--- src/rtl/demux2_stream.sv ---
// Purpose : 1-to-2 stream demultiplexer; each destination owns a 2-entry FIFO.
// Latency : one cycle from an accepted input to that entry showing at an empty port.
// Backpr. : in_ready drops only when the queue picked by in_sel is full; pops still occur.
//
// Ports:
//   clk, reset                      single clock, synchronous active-high reset
//   in_data/in_sel/in_valid/in_ready  input stream, in_sel picks port 0 or 1
//   outN_data/outN_valid/outN_ready   output streams, data/valid straight from flops
//   cnt0/cnt1                       per-port pop counters, present only when the
//                                   macro DEMUX2_STREAM_CNT_EN is defined
//
// Parameters: WIDTH (payload bits), DEPTH (fixed at 2 entries per queue).

// Generic 2-entry FIFO: 1-bit read/write pointers and a 0..2 occupancy count.
// Head data and valid are registered; a push into an empty queue is visible next cycle.
// Push is refused while full, even if a pop happens in the same cycle.
module demux2_fifo #(
    parameter int WIDTH = 8,
    parameter int DEPTH = 2
) (
    input  logic             clk,
    input  logic             reset,
    input  logic             wr_vld,
    input  logic [WIDTH-1:0] wr_dat,
    output logic             full,
    output logic             rd_vld,
    output logic [WIDTH-1:0] rd_dat,
    input  logic             rd_rdy
);

    logic [WIDTH-1:0] mem_q [2];
    logic [WIDTH-1:0] mem_d [2];
    logic             rd_ptr_q, rd_ptr_d;
    logic             wr_ptr_q, wr_ptr_d;
    logic [1:0]       count_q,  count_d;
    logic             do_push;
    logic             do_pop;

    always_comb begin
        full    = (count_q == 2'(DEPTH));
        rd_vld  = (count_q != 2'd0);
        rd_dat  = mem_q[rd_ptr_q];

        // Fullness is judged before the pop, so a full queue never accepts.
        do_push = wr_vld && !full;
        do_pop  = rd_rdy && rd_vld;

        mem_d    = mem_q;
        rd_ptr_d = rd_ptr_q;
        wr_ptr_d = wr_ptr_q;
        count_d  = count_q;

        if (do_push) begin
            mem_d[wr_ptr_q] = wr_dat;
            wr_ptr_d        = !wr_ptr_q;
        end
        if (do_pop) begin
            rd_ptr_d = !rd_ptr_q;
        end
        // Simultaneous push and pop leaves the count untouched.
        count_d = count_q + {1'b0, do_push} - {1'b0, do_pop};
    end

    always_ff @(posedge clk) begin
        if (reset) begin
            rd_ptr_q <= 1'b0;
            wr_ptr_q <= 1'b0;
            count_q  <= 2'd0;
        end else begin
            rd_ptr_q <= rd_ptr_d;
            wr_ptr_q <= wr_ptr_d;
            count_q  <= count_d;
        end
    end

    // Payload storage is not reset; it is only observed while the count says valid.
    // A push during reset lands here but is harmless since the pointers restart at 0
    // with an empty count.
    always_ff @(posedge clk) begin
        mem_q <= mem_d;
    end

endmodule

module demux2_stream #(
    parameter int WIDTH = 8,
    parameter int DEPTH = 2
) (
    input  logic             clk,
    input  logic             reset,
    input  logic [WIDTH-1:0] in_data,
    input  logic             in_sel,
    input  logic             in_valid,
    output logic             in_ready,
    output logic [WIDTH-1:0] out0_data,
    output logic             out0_valid,
    input  logic             out0_ready,
    output logic [WIDTH-1:0] out1_data,
    output logic             out1_valid,
`ifdef DEMUX2_STREAM_CNT_EN
    output logic [15:0]      cnt0,
    output logic [15:0]      cnt1,
`endif
    input  logic             out1_ready
);

    logic full0;
    logic full1;
    logic push0;
    logic push1;

    // in_ready looks only at the selected queue, so a stalled port never blocks the other.
    always_comb begin
        in_ready = in_sel ? !full1 : !full0;
        push0    = in_valid && in_ready && !in_sel;
        push1    = in_valid && in_ready &&  in_sel;
    end

    demux2_fifo #(.WIDTH(WIDTH), .DEPTH(DEPTH)) u_q0 (
        .clk    (clk),
        .reset  (reset),
        .wr_vld (push0),
        .wr_dat (in_data),
        .full   (full0),
        .rd_vld (out0_valid),
        .rd_dat (out0_data),
        .rd_rdy (out0_ready)
    );

    demux2_fifo #(.WIDTH(WIDTH), .DEPTH(DEPTH)) u_q1 (
        .clk    (clk),
        .reset  (reset),
        .wr_vld (push1),
        .wr_dat (in_data),
        .full   (full1),
        .rd_vld (out1_valid),
        .rd_dat (out1_data),
        .rd_rdy (out1_ready)
    );

`ifdef DEMUX2_STREAM_CNT_EN
    logic [15:0] cnt0_q, cnt0_d;
    logic [15:0] cnt1_q, cnt1_d;

    // Counters wrap naturally at 16 bits.
    always_comb begin
        cnt0_d = cnt0_q + {15'd0, (out0_valid && out0_ready)};
        cnt1_d = cnt1_q + {15'd0, (out1_valid && out1_ready)};
    end

    always_ff @(posedge clk) begin
        if (reset) begin
            cnt0_q <= 16'd0;
            cnt1_q <= 16'd0;
        end else begin
            cnt0_q <= cnt0_d;
            cnt1_q <= cnt1_d;
        end
    end

    assign cnt0 = cnt0_q;
    assign cnt1 = cnt1_q;
`endif

endmodule

--- config.mk ---
export PLATFORM = sky130hd
export DESIGN_NAME = demux2_stream
export DESIGN_NICKNAME = d
export VERILOG_FILES = /design/src/rtl/demux2_stream.sv
export SDC_FILE = /design/constraint.sdc
export NUM_CORES = 1
export LEC_CHECK = 0
export CAP_MARGIN = 25
export CORE_UTILIZATION = 50
export CTS_CLUSTER_SIZE = 10
export DETAILED_ROUTE_END_ITERATION = 10
export PLACE_DENSITY = 0.9
export SKIP_LAST_GASP = 1
export SYNTH_ARGS = -nofsm -noshare
export SYNTH_HDL_FRONTEND = slang
export SYNTH_HIERARCHICAL = 1
export SYNTH_SLANG_ARGS = --single-unit
--- constraint.sdc ---
create_clock -name clk -period 2.6 [get_ports clk]
set_input_delay 0.52 -clock clk [delete_from_list [all_inputs] [get_ports clk]]
set_output_delay 0.52 -clock clk [all_outputs]
set_load 0.03 [all_outputs]
# Word-level counts from Yosys, hierarchy flattened
# Index checks and enable logic that the tools add are counted.
dict set report classes {
  add_sub_neg 4
  order_cmp 6
  n_eq_ne 2
  mux 13
  bitwise 4
  reduce_logical 18
}
# cell count
set ops {}
lappend ops {{two-way mux 8 bit} 8}
lappend ops {{bitwise mux 16 bit} 2}
lappend ops {{demux 8 bit (select 1 bit)} 2}
lappend ops {{logical AND 1 bit} 9}
lappend ops {{>= comparator 2 bit, second input constant} 4}
lappend ops {{inverter 1 -> 2 bit} 4}
lappend ops {{zero test 1 bit} 7}
lappend ops {{adder 2 x 1 -> 2 bit} 2}
lappend ops {{== test 2 bit, second input constant} 2}
lappend ops {{< comparator 2 x 1 -> 1 bit, second input constant} 2}
lappend ops {{nonzero test 2 bit} 2}
lappend ops {{subtractor 2 x 1 -> 2 bit} 2}
lappend ops {{two-way mux 1 bit} 1}
dict set report word_totals {
  register_bits 40
  output_inout_bits 19
  elab_cells 57
}

# Longest topological paths before layout
dict set report logic_depth {
  depth_word 8
  ltp_mapped 10
  depth_no_buf 10
}

# Hierarchy
# The synthesis kept the hierarchy.
# module n_inst cells_each area_per_inst_um2 seq_area_each_um2
set by_module_without_submodules {}
lappend by_module_without_submodules {demux2_fifo 2 50 789.5 560.5}
lappend by_module_without_submodules {demux2_stream 1 3 26.3 0.0}

# Worst setup path before layout
# OpenSTA, ideal clock, no wires.
dict set report synth_timing {
  path_type {register to register}
  start {register u_q0.count_q[0]}
  end {register u_q0.count_q[1]}
  setup_time_ps 78
  arrival_time_ps 1729
  required_time_ps 2522
  setup_slack_ps 793
  stages_incl_launch_ff 11
  n_path_buf 0
  path_cell_list {dfxtp_1 -> nand2b_2 -> inv_2 -> nor3b_1 -> nand2_1 -> ha_1 -> inv_1 -> ha_1 -> xor2_1 -> and2_1 -> nor3_1}
}
dict set report synth_via {
  elab_chain_len 8
  word_cells_on_any_way 10
  classes_between {add/sub: 2; eq/ne: 1; mux: 1; reduce/logical: 6}
}
# element line_no
set synth_lines {}
lappend synth_lines {{start: declaration} 35} ;# logic [1:0] count_q, count_d;
lappend synth_lines {{start signal: assignment} 72} ;# count_q <= count_d;
lappend synth_lines {{== test 2 bit} 40} ;# full = (count_q == 2'(DEPTH));
lappend synth_lines {{named net full0} 107} ;# logic full0;
lappend synth_lines {{zero test 1 bit} 114} ;# in_ready = in_sel ? !full1 : !full0;
lappend synth_lines {{two-way mux 1 bit} 114}
lappend synth_lines {{logical AND 1 bit (2 in series)} 115} ;# push0 = in_valid && in_ready && !in_sel;
lappend synth_lines {{named net push0} 109} ;# logic push0;
lappend synth_lines {{logical AND 1 bit} 45} ;# do_push = wr_vld && !full;
lappend synth_lines {{adder 2 x 1 -> 2 bit} 61} ;# count_d = count_q + {1'b0, do_push} - {1'b0, do_pop};
lappend synth_lines {{subtractor 2 x 1 -> 2 bit} 61}
# The timed path passes the listed nets, and every way through them passes these cells.
# A chain may end at the register's enable or synchronous reset.

# Worst setup path in the final report
dict set report layout_timing {
  start {register u_q1.rd_ptr_q}
  end {output out1_data[6]}
}
dict set report layout_via {
  elab_chain_len 4
}
# element line_no
set layout_lines {}
lappend layout_lines {{start: declaration} 33} ;# logic rd_ptr_q, rd_ptr_d;
lappend layout_lines {{start signal: assignment} 70} ;# rd_ptr_q <= rd_ptr_d;
lappend layout_lines {{inverter 1 -> 2 bit (not written as such)} 42} ;# rd_dat = mem_q[rd_ptr_q];
lappend layout_lines {{two-way mux 8 bit (not written as such) (3 in series)} 42}
lappend layout_lines {{end: declaration} 98} ;# output logic [WIDTH-1:0] out1_data,
# No other way between the ends. The select of a mux whose other input is x is not followed.

==> flow_summary.yaml <==
run_status:
  status: "complete, no violations"
timing:
  rsz0062_at_grt: "no"
  maxSlewViolCount: 0
  min_period_ps: 2470
  setup_viol: 0
  worstMarginPinSlew_ps: 467
  fin_crit_sh_pct: 95.0
  fmax_mhz: 405
  setup_slack_ps: 129
  hold_viol: 0
  totalNegativeSetupSlack_ps: 0
  hold_slack_ps: 514
  max-slew-margin-rel_pct: 68.8
  clock_skew_ps: 3.94
route:
  wl_per_cell_um: 14.9
  final_antenna_net_count: 0
  via_count: 919
  avgViaCountPerCell: 4.97
  drc: 0
  drtIter0Drc: 16
  routed_wl_um: 2750
  drt_first_pass_iters: 4
layout:
  utilization_pct: 66.1
  num_antenna_cells: 0
  design_area_mm2: 0.00202
  area_growth_pct: 25.8
  drive_above_1_share_pct: 14.9
  final_nets: 158
yosys:
  synth_edf_count: 32
  ys_warn_count: 6
  avgSynthCellArea_um2: 15.6
  synth.distinct_cells: 26
  yosysMostFrequentCell: "edfxtp_1"
  yosysSeqAreaShare_pct: 69.8
  ys_ff_latch: 40
  synth_area_leaders: "edfxtp_1 60%, dfxtp_1 10%, mux2_1 7.0%"
  syn-instance-count: 103
  yosysTopAreaCell: "edfxtp_1"
  synth.net_count: 121
  yosys-top-cells-count: "32 x edfxtp_1, 10 x mux2_1, 8 x dfxtp_1"
  async_flop_share_pct: 0
  yosys.area.top_type_share_pct: 59.9
  synth_flop_cell: "edfxtp_1"
  synth_area_mm2: 0.00161
setup_path:
  startpoint_type: "flip-flop"
  worst-endpoint-arrival_ps: 1950
  cp.required_ps: 2080
  startpoint: "u_q1/rd_ptr_q$_SDFFE_PP0P_"
  path_max_fanout: 9
  cp-end-kind: "primary output"
  critical_path_class: "reg -> out"
  r2r_start: "u_q0/count_q[0]$_SDFF_PP0_"
floorplan:
  die_area_mm2: 0.00344
  start_util_pct: 52.6
  rows: 20
  fp.dieH_um: 58.7
  die_w_um: 58.7
  ios: 33
  core_mm2: 0.00305
cts:
  cts-resized-gates: 0
  post_cts_buffers: 0
  cts_tree: "built"
  root_buffer: "clkbuf_4"
  clockBufferDepth: 2
  htree_levels: 2
  clock_sink_count: 40
  holdBufCountCts: 0
  numCtsBuffers: 5
  cts.reportedPaths.clkPinSlew_ps: 100
  clock_latency_ps: 330
global_routing:
  grt_antenna_before_repair: 0
  track_usage_pct: 18.4
  met2_usage_pct: 33.2
  busiest_layer: "met2"
  grt_pass1_wl_um: 4440
  grt_pass1_vias: 997
  use_met3_pct: 4.84
  overflow: 0
  use_met1_pct: 20.5
  grt_max_degree: 12
run:
  cap_violations: 0
pwr:
  cellLeakagePower_nw: 0.744
  power_density_mw_per_mm2: 967
  ir_drop_v: 0.000575
placed_design:
  place_congestion: 0.725
  hpwl_um: 2010
  post-place-ws_ps: 35.1
  port_buffers: 32
  dpl_cell_area_mm2: 0.00197
min_path:
  hp-start: "u_q0/wr_ptr_q$_SDFFE_PP0N_"
  min_path_type: "reg -> reg"
[stage by stage]
stage | instances | power, mW
2_1_floorplan | 103 | 1.39
3_3_place_gp | 177 | 1.65
3_5_place_dp | 177 | 1.69
4_1_cts | 185 | 1.97
5_1_grt | 185 | 2.06
6_report | 185 | 1.95
[registers in the layout, indices dropped and copies added (netlist names)]
register	count
u_q0/count_q	2
u_q0/mem_q	16
u_q0/rd_ptr_q	1
u_q0/wr_ptr_q	1
u_q1/count_q	2
u_q1/mem_q	16
u_q1/rd_ptr_q	1
u_q1/wr_ptr_q	1
[final timing paths]
| check | cells past startpoint | endpoint | slack (ps) |
|---|---|---|---|
| worst min register to register | 2 | u_q0/wr_ptr_q$_SDFFE_PP0N_ | 510 |
| worst max-delay path | 2 | out1_data[6] | 130 |
| worst min-delay path | 2 | u_q0/wr_ptr_q$_SDFFE_PP0N_ | 510 |
| worst max register to register | 6 | u_q0/mem_q[9]$_DFFE_PP_ | 490 |
[logic make-up (layout without fill, tap and decap cells)]
| group | Yosys count | in the layout | synth area share [%] |
|---|---|---|---|
| compound gates | 6 | 6 | 2.34 |
| xor+xnor | 4 | 4 | 2.18 |
| flops | 40 | 40 | 69.8 |
| simple gates | 22 | 22 | 8.18 |
| buf+inv | 10 | 48 | 2.49 |
| fa+ha+maj | 4 | 4 | 3.12 |
| mux | 17 | 17 | 11.8 |
[placed cells by master (no fill, tap or decap)]
| cell type | count |
|---|---|
| or3_1 | 2 |
| edfxtp_1 | 32 |
| and2_1 | 2 |
| o21a_2 | 2 |
| inv_1 | 4 |
| nor3_1 | 2 |
| clkbuf_4 | 5 |
| dfxtp_1 | 8 |
| a21oi_1 | 2 |
| nor3b_1 | 1 |
| clkbuf_1 | 3 |
| xor2_1 | 2 |
| clkdlybuf4s50_1 | 32 |
| ha_1 | 4 |
| mux2i_1 | 1 |
| nor2_1 | 4 |
| and3_2 | 2 |
| nor2b_1 | 2 |
| xnor2_1 | 2 |
| clkinv_1 | 2 |
| nand2_1 | 2 |
| or2_2 | 2 |
| inv_2 | 2 |
| and3b_1 | 1 |
| mux2_2 | 6 |
| mux2_1 | 10 |
| nand2b_2 | 2 |
| o21ai_0 | 2 |
[worst max-delay path, stage by stage, from the launching register on]
cell and delay, ps:
dfxtp_1 620, mux2_1 400, clkdlybuf4s50_1 600
[layout make-up]
class / instances / area (um^2)
well taps: 44 / 55.1
inverters: 8 / 30.0
multi-input cells: 53 / 444
fillers: 253 / 1030
flip-flops and latches: 40 / 1120
repair buffers: 32 / 320
clock buffers: 8 / 48.8
[where the power goes]
group,leakage [nW],internal (mW),switching [mW]
combinational,0.359,0.369,0.427
sequential,0.358,0.793,0.0860
clock,0.0265,0.108,0.171
total,0.744,1.27,0.684
[routing by layer]
metal | wire, um | share of wire, % | vias to the layer above
met4 | 42 | 1.5 | 0
met5 | 0 | 0 | -
li1 | - | - | 447
met2 | 1410 | 51 | 33
met1 | 1160 | 42 | 432
met3 | 140 | 5.1 | 7
Note: power is estimated with default switching activity, not from simulation.
